==> src/rtl/bitheap_bist.sv <==
// bitheap_bist: LFSR stimulus generator and golden-sum checker
// for the 12x12 multiplier bit-heap compressor.
`timescale 1ns/1ps
module bitheap_bist #(
    parameter int          N_VEC = 20000,
    parameter int          LAT   = 1,
    parameter logic [31:0] SEED  = 32'hACE1_2024
) (
    input  logic        clk,
    input  logic        rst,
    input  logic        start,
    output logic [1:0]  in_col0,
    output logic        in_col1,
    output logic [2:0]  in_col2,
    output logic [1:0]  in_col3,
    output logic [3:0]  in_col4,
    output logic [2:0]  in_col5,
    output logic [4:0]  in_col6,
    output logic [3:0]  in_col7,
    output logic [5:0]  in_col8,
    output logic [4:0]  in_col9,
    output logic [6:0]  in_col10,
    output logic [5:0]  in_col11,
    output logic [6:0]  in_col12,
    output logic [5:0]  in_col13,
    output logic [4:0]  in_col14,
    output logic [4:0]  in_col15,
    output logic [3:0]  in_col16,
    output logic [3:0]  in_col17,
    output logic [2:0]  in_col18,
    output logic [2:0]  in_col19,
    output logic [1:0]  in_col20,
    output logic [1:0]  in_col21,
    output logic        in_col22,
    output logic        in_col23,
    input  logic [24:0] comp_out,
    output logic        busy,
    output logic        done,
    output logic        pass,
    output logic [15:0] err_cnt,
    output logic [15:0] first_err_idx
);

    // Column heights, one nibble per column, column 0 in the low nibble.
    localparam logic [95:0] HGT = 96'h1122_3344_5567_6756_4534_2312;
    localparam logic [31:0] S0  = SEED;
    localparam logic [31:0] S1  = SEED ^ 32'h5A5A_5A5A;
    localparam logic [31:0] S2  = SEED ^ 32'hA5A5_A5A5;
    localparam logic [15:0] NV  = 16'(N_VEC);
    localparam logic [3:0]  LT  = 4'(LAT);

    typedef enum logic [1:0] {IDLE, RUN, DRAIN, DONE} state_t;

    function automatic logic [31:0] step(input logic [31:0] x);
        return {x[30:0], x[31] ^ x[21] ^ x[1] ^ x[0]};
    endfunction

    function automatic logic [4:0] col_of(input int j);
        int         acc;
        logic [4:0] c;
        acc = 0;
        c   = '0;
        for (int k = 0; k < 24; k++) begin
            acc += int'(HGT[4*k +: 4]);
            if (acc <= j) c = c + 5'd1;
        end
        return c;
    endfunction

    state_t        state, state_n;
    logic          go, issue, miss;
    logic [31:0]   l0, l1, l2;
    logic [90:0]   heap;
    logic          heap_v;
    logic [15:0]   vec_idx, heap_idx;
    logic [3:0]    dcnt;
    logic [24:0]   gold;
    logic [LAT-1:0] pv;
    logic [23:0]   pref [LAT];
    logic [15:0]   pidx [LAT];
    logic          unused_ok;

    assign unused_ok = ^{comp_out[24], gold[24]};

    always_comb begin
        state_n = state;
        go      = 1'b0;
        issue   = 1'b0;
        unique case (state)
            IDLE, DONE: if (start) begin
                state_n = RUN;
                go      = 1'b1;
            end
            RUN: if (vec_idx == NV) state_n = DRAIN;
                 else issue = 1'b1;
            DRAIN: if (dcnt == LT) state_n = DONE;
            default: state_n = IDLE;
        endcase
    end

    always_ff @(posedge clk) begin
        if (rst) state <= IDLE;
        else     state <= state_n;
    end

    always_comb begin
        gold = '0;
        for (int j = 0; j < 91; j++)
            gold = gold + (heap[j] ? (25'd1 << col_of(j)) : 25'd0);
    end

    assign miss = pv[LAT-1] && (comp_out[23:0] != pref[LAT-1]);

    always_ff @(posedge clk) begin
        if (rst) begin
            l0            <= S0;
            l1            <= S1;
            l2            <= S2;
            heap          <= '0;
            heap_v        <= 1'b0;
            vec_idx       <= '0;
            heap_idx      <= '0;
            dcnt          <= '0;
            pv            <= '0;
            err_cnt       <= '0;
            first_err_idx <= 16'hFFFF;
        end else begin
            heap   <= '0;
            heap_v <= 1'b0;
            dcnt   <= (state == DRAIN) ? dcnt + 4'd1 : 4'd0;
            // A fresh run issues vector 0 straight from the seeds.
            if (go) begin
                heap     <= {S2[26:0], S1, S0};
                heap_v   <= 1'b1;
                heap_idx <= '0;
                vec_idx  <= 16'd1;
                l0       <= step(S0);
                l1       <= step(S1);
                l2       <= step(S2);
            end else if (issue) begin
                heap     <= {l2[26:0], l1, l0};
                heap_v   <= 1'b1;
                heap_idx <= vec_idx;
                vec_idx  <= vec_idx + 16'd1;
                l0       <= step(l0);
                l1       <= step(l1);
                l2       <= step(l2);
            end
            pv[0]   <= heap_v;
            pref[0] <= gold[23:0];
            pidx[0] <= heap_idx;
            for (int s = 1; s < LAT; s++) begin
                pv[s]   <= pv[s-1];
                pref[s] <= pref[s-1];
                pidx[s] <= pidx[s-1];
            end
            if (go) begin
                err_cnt       <= '0;
                first_err_idx <= 16'hFFFF;
            end else if (miss) begin
                if (err_cnt != 16'hFFFF) err_cnt <= err_cnt + 16'd1;
                if (first_err_idx == 16'hFFFF) first_err_idx <= pidx[LAT-1];
            end
        end
    end

    assign busy = (state == RUN) || (state == DRAIN);
    assign done = (state == DONE);
    assign pass = done && (err_cnt == 16'd0);

    assign in_col0  = heap[1:0];
    assign in_col1  = heap[2];
    assign in_col2  = heap[5:3];
    assign in_col3  = heap[7:6];
    assign in_col4  = heap[11:8];
    assign in_col5  = heap[14:12];
    assign in_col6  = heap[19:15];
    assign in_col7  = heap[23:20];
    assign in_col8  = heap[29:24];
    assign in_col9  = heap[34:30];
    assign in_col10 = heap[41:35];
    assign in_col11 = heap[47:42];
    assign in_col12 = heap[54:48];
    assign in_col13 = heap[60:55];
    assign in_col14 = heap[65:61];
    assign in_col15 = heap[70:66];
    assign in_col16 = heap[74:71];
    assign in_col17 = heap[78:75];
    assign in_col18 = heap[81:79];
    assign in_col19 = heap[84:82];
    assign in_col20 = heap[86:85];
    assign in_col21 = heap[88:87];
    assign in_col22 = heap[89];
    assign in_col23 = heap[90];

endmodule

==> config.mk <==
export PLATFORM = sky130hd
export DESIGN_NAME = bitheap_bist
export DESIGN_NICKNAME = d
export VERILOG_FILES = /design/src/rtl/bitheap_bist.sv
export SDC_FILE = /design/constraint.sdc
export NUM_CORES = 1
export LEC_CHECK = 0
export BUFFER_PORTS_ARGS = -buffer_cell sky130_fd_sc_hd__buf_2
export CORE_MARGIN = 10
export CORE_UTILIZATION = 35
export CTS_CLUSTER_SIZE = 40
export DETAILED_ROUTE_END_ITERATION = 6
export PLACE_DENSITY = 0.56
export SLEW_MARGIN = 20
export SYNTH_ARGS = -nofsm -noshare
export SYNTH_HDL_FRONTEND = slang
export SYNTH_SLANG_ARGS = --single-unit
==> constraint.sdc <==
create_clock -name clk -period 10.04 [get_ports clk]
set_input_delay 1.004 -clock clk [delete_from_list [all_inputs] [get_ports clk]]
set_output_delay 1.004 -clock clk [all_outputs]
set_load 0.1 [all_outputs]
==> metrics.cfg <==
[hold_path]
hold_depth=0
hold_start=heap_idx[5]
hp-class=register to register
worstHoldEndpoint=pidx[0][5]

[yosys]
postSynthAreaPerCell_um2=9.84
synth_area_leader_cell=dfxtp_1
syn_inst=1335
async_reset_ff_share_pct=0
synth_edf_count=40
ys_types=53
synth_area_leaders=dfxtp_1 39%, edfxtp_1 9.1%, fa_1 7.0%
ys_seq_area_share_pct=48.6
ys_warn_count=0
ys_ff_latch=299
synth_top_area_share_pct=39.5
synth_area_mm2=0.0131
synth_nets=1482
ys.flop_type=dfxtp_1

[power]
ir_worst_vdd_uv=164
combPwrFrac_pct=45.7
swShare_pct=44.8
power_frac_clock_pct=23.1
power.density_mw_per_mm2=349
seq_power_share_pct=31.2
power.total_w=0.00538
internal_power_w=0.00297
power.leakage_nw=6.93
power_switching_w=0.00241

[cts]
path_clk_slew_ns=0.06
cts_max_path_buffers=3
cts_resized=0
ctsHtreeMaxLevel=2
cts_made_buffers=34
cts_tree=built
numClockSinks=299
clk_latency_ns=0.51
clockRootBuffer=clkbuf_16
post_cts_buffers=0
cts_hold_buf=0

[route]
drtIter0Drc=498
avgRoutedWirePerCell_um=16.8
dr_total_vias=9560
drc=0
routed_wl_um=32800
ant_nets=0
first_pass_iters=5
vias_per_cell=4.89

[place]
port_buffers=152
dp_hpwl_um=22900
dp_cells=1895
gp_routability_congestion=0.835

[setup_path]
slowest_delay_ns=0.55
cp-start-kind=register
cp-end-kind=register
critPathSlowestCell=fa_1
worstPathRequired_ns=10.29
cp_cell_sequence=inv_1 > fa_1 > inv_1 > fa_1 > inv_1 > fa_1 > inv_1 > fa_1 > ha_1 > a21oi_1 > and2_1 > o21ai_0 > a311o_1 > a21o_1 > xor2_1
crit_fanout=5
r2r-start=heap[48]
rr_endpoint=pref[0][16]
rr_worst_depth=15
reg2reg_slack_ns=5.55
critical_path_class=register to register
cp_num_buf_inv=4
critPathArrivalTime_ns=4.74
worst_path_dominant_cell_family=adder cells

[final_layout]
fillCellCount=3620
drive_above_1_share_pct=15.6
layout.nets=1610
seq_area_mm2=0.00639
final_common_cell=dfxtp_1
area_growth_pct=17.4
fin_cells=1955
multi_input_area_mm2=0.00608
layout_common_cells=259 x dfxtp_1, 217 x nand2_1, 152 x buf_2, 100 x inv_1, 82 x a21oi_1
antenna_cells=0

[floorplanning]
die_y_um=214
core_mm2=0.0368
ios=154
die_w_um=214
std_cell_rows=70
dieArea_mm2=0.0457
initial_core_util_pct=35.7

[timing]
worstMarginPinSlew_ns=1.08
finalCritPeriodShare_pct=44.7
whs_ns=0.425
setup_viol=0
tns_ns=0
grt_setup_unrepaired=no
relSlewSlack_pct=28.0
hold_viol_final=0
max_freq_mhz=223
drv_slew=0
skew_ns=0.00809
post-route-min-period_ns=4.49

[global_route]
grt.total_usage_pct=14.3
grt-ovfl-total=0
grt_max_degree=105
grt_pass1_vias=9463
antenna_found_initial=1
grt_pass1_wl_um=52500

[flow_run]
cap_violations=0

[outcome]
outcome=complete, no violations

## cell families after synthesis
kind of cell / Yosys count / share of synthesized area (%)
AO/OA/AOI/OAI: 238 / 11.0
XOR/XNOR: 68 / 4.54
adder cells (fa/ha/maj): 119 / 14.0
buffers and inverters: 172 / 5.24
flip-flops: 299 / 48.6
multiplexers: 23 / 1.75
AND/OR/NAND/NOR: 416 / 14.9
## power groups by stage
stage / clock [W] / combinational [W] / sequential [W]
2_1_floorplan: 0 / 0.00131 / 0.00227
3_3_place_gp: 0 / 0.00245 / 0.00170
3_5_place_dp: 0 / 0.00246 / 0.00170
4_1_cts: 0.00128 / 0.00249 / 0.00168
5_1_grt: 0.00133 / 0.00271 / 0.00171
6_report: 0.00124 / 0.00246 / 0.00168
## stage by stage
step	cell area [um^2]	setup WS (ns)	utilization, %
global route	15400	5.19	41.9
finish	15400	5.55	41.9
detailed placement	14300	5.50	38.8
floorplan	13100	5.15	-
CTS	15400	5.49	41.9
global placement	14300	5.50	38.8
## synthesized netlist by cell type (8+ instances only)
cell and number:
clkbuf_1 49, inv_1 101, nand2_1 218, nand4_1 15, xnor2_1 26, and3_1 54
nor4_1 9, fa_1 46, edfxtp_1 40, o21ai_0 33, dfxtp_1 259, xor2_1 42
a21oi_1 83, ha_1 73, o21a_1 40, mux2i_1 23, or4_1 8, nand3_1 35
buf_2 19, a31oi_1 23, o21ai_1 28, nor2_1 37, or3_1 15
## registers in the layout, indices dropped and copies added, names as in the netlist
register / count
heap_v: 1
l2: 32
pv: 1
l1: 32
first_err_idx: 16
pidx: 16
vec_idx: 16
err_cnt: 16
state: 2
pref: 24
dcnt: 4
heap_idx: 16
l0: 32
heap: 91
## final cells by class
type / count / share of cell area [%]
sequential: 299 / 41.4
tap: 468 / 3.80
clock inverter: 14 / 0.868
inverter: 101 / 2.46
clock buffer: 46 / 6.55
multi-input combinational: 864 / 39.4
timing repair buffer: 163 / 5.47
## how the worst max path moves through the flow
stage	slack (ns)	cells after the start	start	end
after detailed placement	5.50	15	heap[48]	pref[0][23]
after floorplan	5.15	15	heap[48]	pref[0][16]
after global placement	5.50	15	heap[48]	pref[0][23]
after CTS	5.49	15	heap[48]	pref[0][23]
final	5.55	15	heap[48]	pref[0][16]
after global routing	5.19	15	heap[48]	pref[0][23]
## layer usage
| layer | vias to the layer above | global-route usage (%) | part of all wire, % |
|---|---|---|---|
| li1 | 4775 | - | - |
| met1 | 4541 | 18.9 | 46 |
| met2 | 200 | 22.4 | 45 |
| met3 | 44 | 4.10 | 7.6 |
| met4 | 0 | 4.25 | 1.9 |
| met5 | - | 0 | 0 |
## worst register-to-register path, stage by stage (launching register included)
cell and delay, ns:
dfxtp_1 0.33, inv_1 0.06, fa_1 0.56, inv_1 0.07, fa_1 0.53, inv_1 0.05, fa_1 0.53, inv_1 0.05
fa_1 0.52, ha_1 0.40, a21oi_1 0.18, and2_1 0.16, o21ai_0 0.11, a311o_1 0.34, a21o_1 0.19, xor2_1 0.15
Note: power is estimated with default switching activity, not from simulation.
